[config.mk]
export PLATFORM = sky130hd
export DESIGN_NAME = bcd_updown_counter4
export DESIGN_NICKNAME = d
export VERILOG_FILES = /design/src/rtl/bcd_updown_counter4.sv
export SDC_FILE = /design/constraint.sdc
export NUM_CORES = 1
export LEC_CHECK = 0
export CAP_MARGIN = 10
export CORE_MARGIN = 5
export CORE_UTILIZATION = 55
export CTS_CLUSTER_SIZE = 8
export DETAILED_ROUTE_END_ITERATION = 12
export PLACE_DENSITY = 0.84
export SYNTH_ARGS = -nofsm -noshare
export SYNTH_HDL_FRONTEND = slang
export SYNTH_SLANG_ARGS = --single-unit
[constraint.sdc]
create_clock -name clk -period 3.9 [get_ports clk]
set_input_delay 0.78 -clock clk [delete_from_list [all_inputs] [get_ports clk]]
set_output_delay 0.78 -clock clk [all_outputs]
set_load 0.005 [all_outputs]
[src/rtl/bcd_updown_counter4.sv]
// Four-digit BCD up/down counter with clamped preset load, terminal-count stop and one-cycle done pulse.
// Define BCD_COUNTER_AUTO_RELOAD_EN to restart from the last loaded value on a down terminal count.
module bcd_updown_counter4 #(
  parameter int SEC_MODE = 0
) (
  input  logic       clk,
  input  logic       rst,
  input  logic       tick,
  input  logic       load,
  input  logic [3:0] load_value0,
  input  logic [3:0] load_value1,
  input  logic [3:0] load_value2,
  input  logic [3:0] load_value3,
  input  logic       increase_en,
  input  logic       decrease_en,
  output logic [3:0] value0,
  output logic [3:0] value1,
  output logic [3:0] value2,
  output logic [3:0] value3,
  output logic       counting,
  output logic       done
);

  localparam logic [1:0]  ST_IDLE = 2'd0;
  localparam logic [1:0]  ST_RUN  = 2'd1;
  localparam logic [1:0]  ST_DONE = 2'd2;
  localparam logic [3:0]  MAX1    = (SEC_MODE != 0) ? 4'd5 : 4'd9;
  localparam logic [15:0] MAX_VAL = {4'd9, 4'd9, MAX1, 4'd9};

  function automatic logic [3:0] dmax(input int i);
    return (i == 1) ? MAX1 : 4'd9;
  endfunction

  function automatic logic [15:0] bcd_inc(input logic [15:0] v);
    logic [15:0] r;
    logic        carry;
    r     = v;
    carry = 1'b1;
    for (int i = 0; i < 4; i++) begin
      if (carry) begin
        if (v[4*i +: 4] == dmax(i)) begin
          r[4*i +: 4] = 4'd0;
        end else begin
          r[4*i +: 4] = v[4*i +: 4] + 4'd1;
          carry       = 1'b0;
        end
      end
    end
    return r;
  endfunction

  function automatic logic [15:0] bcd_dec(input logic [15:0] v);
    logic [15:0] r;
    logic        borrow;
    r      = v;
    borrow = 1'b1;
    for (int i = 0; i < 4; i++) begin
      if (borrow) begin
        if (v[4*i +: 4] == 4'd0) begin
          r[4*i +: 4] = dmax(i);
        end else begin
          r[4*i +: 4] = v[4*i +: 4] - 4'd1;
          borrow      = 1'b0;
        end
      end
    end
    return r;
  endfunction

  logic [1:0]  state_q, state_d;
  logic [15:0] val_q, val_d;
  logic        done_q, done_d;
  logic        counting_q;
  logic [15:0] ld_val;
  logic [15:0] inc_val, dec_val;
  logic        step_up, step_dn;
`ifdef BCD_COUNTER_AUTO_RELOAD_EN
  logic [15:0] reload_q, reload_d;
`endif

  always_comb begin
    ld_val = {load_value3, load_value2, load_value1, load_value0};
    for (int i = 0; i < 4; i++) begin
      if (ld_val[4*i +: 4] > dmax(i)) ld_val[4*i +: 4] = dmax(i);
    end
  end

  assign inc_val = bcd_inc(val_q);
  assign dec_val = bcd_dec(val_q);
  assign step_up = tick & increase_en & ~decrease_en;
  assign step_dn = tick & decrease_en & ~increase_en;

  always_comb begin
    val_d   = val_q;
    state_d = state_q;
    done_d  = 1'b0;
`ifdef BCD_COUNTER_AUTO_RELOAD_EN
    reload_d = reload_q;
`endif
    if (load) begin
      val_d   = ld_val;
      state_d = ST_IDLE;
`ifdef BCD_COUNTER_AUTO_RELOAD_EN
      reload_d = ld_val;
`endif
    end else if (state_q != ST_DONE && step_up) begin
      // A step requested from the terminal value freezes without a pulse.
      if (val_q == MAX_VAL) begin
        state_d = ST_DONE;
      end else begin
        val_d   = inc_val;
        state_d = ST_RUN;
        if (inc_val == MAX_VAL) begin
          state_d = ST_DONE;
          done_d  = 1'b1;
        end
      end
    end else if (state_q != ST_DONE && step_dn) begin
      if (val_q == 16'h0000) begin
        state_d = ST_DONE;
      end else begin
        val_d   = dec_val;
        state_d = ST_RUN;
        if (dec_val == 16'h0000) begin
          state_d = ST_DONE;
          done_d  = 1'b1;
`ifdef BCD_COUNTER_AUTO_RELOAD_EN
          if (reload_q != 16'h0000) begin
            val_d   = reload_q;
            state_d = ST_RUN;
          end
`endif
        end
      end
    end
  end

  always_ff @(posedge clk) begin
    if (rst) begin
      state_q    <= ST_IDLE;
      val_q      <= 16'h0000;
      done_q     <= 1'b0;
      counting_q <= 1'b0;
`ifdef BCD_COUNTER_AUTO_RELOAD_EN
      reload_q   <= 16'h0000;
`endif
    end else begin
      state_q    <= state_d;
      val_q      <= val_d;
      done_q     <= done_d;
      counting_q <= (state_d == ST_RUN);
`ifdef BCD_COUNTER_AUTO_RELOAD_EN
      reload_q   <= reload_d;
`endif
    end
  end

  assign value0   = val_q[3:0];
  assign value1   = val_q[7:4];
  assign value2   = val_q[11:8];
  assign value3   = val_q[15:12];
  assign counting = counting_q;
  assign done     = done_q;

endmodule

==> impl_metrics.yaml, run 1 <==
run_status:
  status: "complete, no violations"
final_layout:
  fin_util: 0.677
  drive_gt1_frac: 0.0740
  fin_cells: 359
  nets: 334
  synthToLayoutAreaGrowth_pct: 18.3
  n_antenna_cell: 0
sta:
  hold_viol: 0
  skew_ns: 0.00667
  period_share: 0.727
  setup_tns_ns: 0
  setup_violations: 0
  worst_pin_slew_ns: 0.840
  max_freq_mhz: 353
  period_needed_ns: 2.83
  rsz0062_at_grt: "no"
  drv_slew: 0
  relSlewSlack: 0.438
clock_network:
  tritoncts: "built"
  cts_buffers: 3
  postCtsSetupBuffers: 0
  root_buffer: "clkbuf_8"
  cts_buffer_depth: 2
  h-tree-depth: 1
  clock_sinks: 20
  worstSkewPairLatency_ns: 0.27
  ctsResizeCount: 0
  path_clk_slew_ns: 0.09
  cts_hold_buf: 0
floorplan:
  design.core.area_sq_um: 3720
  floorplan.initialDensity: 0.572
  die_y_um: 72.2
  dieWidth_um: 72.2
  ios: 40
  rows: 22
  dieArea_sq_um: 5210
worst_setup_path:
  criticalPathCategory: "in2reg"
  crit_arrival_ns: 3.02
  critPathRequiredTime_ns: 4.09
  r2r_setup_slack_ns: 1.32
  worst_setup_path_end_kind: "flop"
  path_max_fanout: 19
  crit_path_start_kind: "input pin"
synth:
  synth_top_family_by_area: "simple AND/OR/NAND/NOR gates"
  ys_warn_count: 0
  synth_area_sq_um: 2130
  synthAdderAreaFrac: 0
  syn_avg_cell_area_sq_um: 7.26
  yosysUniqueCellTypes: 66
  synth_enable_flop_cells: 0
  synthFlopType: "dfxtp_1"
  netlist_instances: 293
  synth_compound_area_frac: 0.321
  synthArstFlopShare: 0
  synthSimpleGateAreaFrac: 0.388
  ys_seq_area_frac: 0.188
  synth.mux.area_fraction: 0.00942
  synth_xor_area_frac: 0.0165
  synth-seq-cells: 20
  synth.net_count: 315
place:
  dpl.hpwl_um: 4280
  gp_congestion: 0.930
  post-place-cells: 355
  port_buffers: 39
detailed_routing:
  drt-met1-wl_um: 2720
  dr.pass1.iters: 5
  drt-initial-drc-count: 239
  wl_um: 6120
  postRouteAntennaNets: 0
  drc_errors: 0
  dr_wl_met3_um: 531
  dr_total_vias: 2431
  via_per_inst: 6.77
  routed.top_layer: "met4"
  routedWlPerCell_um: 17.1
  wl_met2_um: 2750
global_route:
  grt_pass1_vias: 2169
  grt_usage: 0.238
  antenna_found_initial: 0
  gr-total-overflow: 0
  grt_pass1_wl_um: 10200
  grt_max_degree: 27
pwr:
  power.density_nw_per_um2: 285
  p_leak_nw: 0.811
  fin_total_pwr_mw: 0.716
  peakVddDrop_uv: 172
hold_path:
  hold_path_class: "reg2reg"
run:
  max_cap_viol_count: 0
registers in the layout (all words and copies together), names as in the netlist:
name and flops:
counting 1, done 1, state_q 2, val_q 16
worst paths after layout:
path,startpoint,end,cells past startpoint
setup / recovery,tick,val_q[14]$_SDFFE_PP0P_,7
hold / removal,val_q[3]$_SDFFE_PP0P_,val_q[3]$_SDFFE_PP0P_,2
setup reg to reg,val_q[0]$_SDFFE_PP0P_,val_q[10]$_SDFFE_PP0P_,6
hold reg to reg,val_q[3]$_SDFFE_PP0P_,val_q[3]$_SDFFE_PP0P_,2
placed cells by master (no fill, tap or decap), types with 6 or more instances in the layout:
master           synthesis  final
clkdlybuf4s50_1          0     39
nor2_1                  24     24
nand2_1                 21     21
dfxtp_1                 20     20
a21oi_1                 17     17
nor3_1                  15     15
o21ai_0                 14     14
nand3_1                 11     11
a211oi_1                10     10
nand2b_1                 9      9
nor2b_1                  8      8
nor4_1                   8      8
inv_1                    7      7
nand4_1                  7      7
a31oi_1                  7      7
or3_1                    6      6
area by class of cell:
type	count	area [sq um]
multi-input cells	238	1560
clock buffers	4	55.1
inverters	8	30.0
well taps	48	60.1
fillers	332	1200
flip-flops and latches	20	400
repair buffers	41	405
worst max-delay path: stages:
cell             delay, ns
clkdlybuf4s50_1       0.54
and3b_1               0.26
nand2_1               0.38
or4_1                 0.62
a31oi_1               0.16
a2111oi_0             0.08
nor3_1                0.19
per-stage QoR:
step / setup slack [ns] / hold WS [ns] / instance area, sq um
after floorplan: 1.74 / 0.569 / 2130
after global placement: 0.857 / 0.593 / 2460
after detailed placement: 0.796 / 0.610 / 2460
after CTS: 1.07 / 0.625 / 2510
after global routing: 0.890 / 0.709 / 2510
final: 1.07 / 0.626 / 2510
cell usage after synthesis, drive strengths merged, types with 4 or more instances:
| cell type | n | area, sq um |
|---|---|---|
| o21a | 4 | 30.0 |
| o21ai | 14 | 70.1 |
| nand3b | 4 | 30.0 |
| nand2b | 9 | 56.3 |
| buf | 12 | 75.1 |
| nand2 | 21 | 78.8 |
| nor2b | 8 | 50.1 |
| nor3 | 17 | 101 |
| a311oi | 4 | 35.0 |
| a2111oi | 4 | 72.6 |
| or3 | 8 | 60.1 |
| xnor2 | 4 | 35.0 |
| a21oi | 18 | 93.8 |
| clkbuf | 15 | 56.3 |
| inv | 8 | 30.0 |
| a211oi | 10 | 75.1 |
| a31oi | 7 | 43.8 |
| nand3 | 11 | 55.1 |
| o211ai | 5 | 42.5 |
| dfxtp | 20 | 400 |
| nor4 | 8 | 50.1 |
| or4 | 4 | 33.8 |
| nor2 | 24 | 90.1 |
| nand4 | 7 | 43.8 |
metal layers:
metal,GRT usage,up-vias
met2,0.377,123
met3,0.0263,13
met4,0.106,0
met1,0.325,1119
li1,-,1176
met5,0,-
report_power, final:
group | total (mW) | internal [mW] | switching, mW
combinational | 0.270 | 0.132 | 0.138
sequential | 0.277 | 0.221 | 0.0561
clock | 0.169 | 0.0902 | 0.0792
kinds of logic (layout without fill, tap and decap cells):
| kind of cell | after synthesis | in the layout |
|---|---|---|
| simple gates | 140 | 140 |
| compound gates | 92 | 92 |
| buf+inv | 35 | 53 |
| flops | 20 | 20 |
| xor+xnor | 4 | 4 |
| mux | 2 | 2 |
Power figures use the tool's default switching activity.
==> run 2: changes to the inputs <==
- CORE_UTILIZATION: 55 -> 53
- PLACE_DENSITY: 0.84 -> 0.81
- clock period: 3.9 -> 2.8 ns (I/O delays scaled with it)
==> run 2 against run 1 <==
  * Die area increased by 3.2%
  * Register-to-register slack got worse by 0.99 ns
  * Clock power increased by 40%
  * Largest cell class unchanged
  * Total power increased by 45%
  * Combinational power increased by 62%
  * Sequential share of layout area decreased by 0.78 points
  * Worst setup slack got worse by 0.73 ns
  * Clock-buffer cell count unchanged
==> impl_metrics.yaml, run 2 (synthesis gave the netlist of run 1 again) <==
floorplan:
  ios: 40
  die_y_um: 73.3
  floorplan.initialDensity: 0.539
  dieArea_sq_um: 5380
  design.core.area_sq_um: 3940
  rows: 23
  dieWidth_um: 73.3
final_layout:
  n_antenna_cell: 0
  top_regs: "val_q: 16 flops, state_q: 2 flops"
  fillers: 347
  fin_cells: 378
  nets: 351
  final_common_cell: "clkdlybuf4s50_1"
  layout_common_cells: "clkdlybuf4s50_1, nor2_1, nand2_1"
  regMostFlops: "val_q"
  drive_gt1_frac: 0.122
  largest_reg_flops: 16
  synthToLayoutAreaGrowth_pct: 24.4
pwr:
  peakVddDrop_uv: 210
  p_sw_mw: 0.394
  p_leak_nw: 0.896
  intPower_mw: 0.643
  p_comb_frac: 0.422
  pwr-share-seq: 0.350
  clock_power_share: 0.229
  switching_share: 0.380
  power.density_nw_per_um2: 392
worst_setup_path:
  regToRegStartpoint: "val_q[9]$_SDFFE_PP0P_"
  critPathRequiredTime_ns: 2.99
  max_stage_delay_ns: 0.52
  crit_arrival_ns: 2.66
  crit_chain: "nor4_1 -> and4_1 -> a21oi_2 -> nor3_4 -> buf_4 -> nor4_1 -> nor3_1"
  path_max_fanout: 13
  crit_path_start_kind: "flop"
  cp-startpoint: "val_q[9]$_SDFFE_PP0P_"
  worst_setup_path_end_kind: "flop"
  criticalPathCategory: "reg2reg"
  crit_top_cell: "nor4_1"
  worst_path_max_delay_cell: "nor3_4"
  crit_family: "simple AND/OR/NAND/NOR gates"
  crit_buf_inv: 1
sta:
  rsz0062_at_grt: "no"
  period_share: 0.881
  setup_tns_ns: 0
  period_needed_ns: 2.47
  skew_ns: 0.00462
  setup_violations: 0
  worst_pin_slew_ns: 0.594
  relSlewSlack: 0.603
  max_freq_mhz: 405
  hold_viol: 0
  drv_slew: 0
detailed_routing:
  postRouteAntennaNets: 0
  dr_total_vias: 2550
  dr.pass1.iters: 5
  wl_um: 6710
  drt-initial-drc-count: 269
  via_per_inst: 6.75
  routedWlPerCell_um: 17.8
  drc_errors: 0
clock_network:
  worstSkewPairLatency_ns: 0.27
  tritoncts: "built"
  root_buffer: "clkbuf_8"
  cts_hold_buf: 0
  cts_buffers: 3
  path_clk_slew_ns: 0.09
  clock_sinks: 20
  h-tree-depth: 1
  cts_buffer_depth: 2
  postCtsSetupBuffers: 0
  ctsResizeCount: 0
place:
  gp_congestion: 0.929
  dpl.hpwl_um: 4890
  port_buffers: 39
  post-place-cells: 374
global_route:
  grt_usage: 0.256
  gr-total-overflow: 0
  grt_pass1_wl_um: 11100
  grt_pass1_vias: 2330
  antenna_found_initial: 0
  grt_max_degree: 24
hold_path:
  hold_path_class: "reg2reg"
  min-delay-start: "val_q[9]$_SDFFE_PP0P_"
run:
  max_cap_viol_count: 0
run_status:
  status: "complete, no violations"
## run 2: changes by cell type in the layout (fill, tap and decap cells not counted), sizes merged
cell,previous run,this run
buf,2,19
## run 2: area by class of cell
type                    count  area [sq um]  area share
clock buffers               4          55.1      0.0208
inverters                   8          30.0      0.0114
multi-input cells         238          1560       0.591
flip-flops and latches     20           400       0.151
well taps                  50          62.6      0.0237
repair buffers             58           533       0.202
## run 2: per-layer routing
| layer | global-route usage | vias to the layer above | part of all wire |
|---|---|---|---|
| met3 | 0.0397 | 9 | 0.083 |
| met1 | 0.351 | 1200 | 0.45 |
| met5 | 0 | - | 0 |
| met4 | 0.0825 | 0 | 0.015 |
| li1 | - | 1206 | - |
| met2 | 0.412 | 135 | 0.45 |
## run 2: worst min-delay path: stages (launching register included)
cell and delay (ns):
dfxtp_1 0.41, nand2_1 0.09, a21oi_1 0.06
## run 2: worst paths after layout
kind         cells after the start                    end  slack (ns)
max reg2reg                      7  val_q[6]$_SDFFE_PP0P_        0.33
min                              2  val_q[9]$_SDFFE_PP0P_        0.60
max                              7  val_q[6]$_SDFFE_PP0P_        0.33
min reg2reg                      2  val_q[9]$_SDFFE_PP0P_        0.60
## run 2: power groups by stage
stage	Combinational (mW)	Sequential (mW)	Clock, mW
2_1_floorplan	0.295	0.339	0
3_3_place_gp	0.423	0.366	0
3_5_place_dp	0.430	0.367	0
4_1_cts	0.432	0.361	0.241
5_1_grt	0.476	0.368	0.254
6_report	0.438	0.363	0.237
## run 2: metrics by stage
stage	setup slack (ns)	cell area (sq um)	total power [mW]	util	hold WS, ns
final	0.333	2650	1.04	0.671	0.603
after global placement	0.308	2590	0.788	0.657	0.577
after floorplan	0.769	2130	0.634	-	0.569
after detailed placement	0.211	2590	0.796	0.657	0.581
after CTS	0.349	2650	1.03	0.671	0.596
after global routing	0.152	2650	1.10	0.671	0.636
==> run 3: changes to the inputs <==
- HOLD_SLACK_MARGIN: default -> 0.06
==> results of run 3 <==
No change in the layout: final DEF, timing and power equal those of run 2.
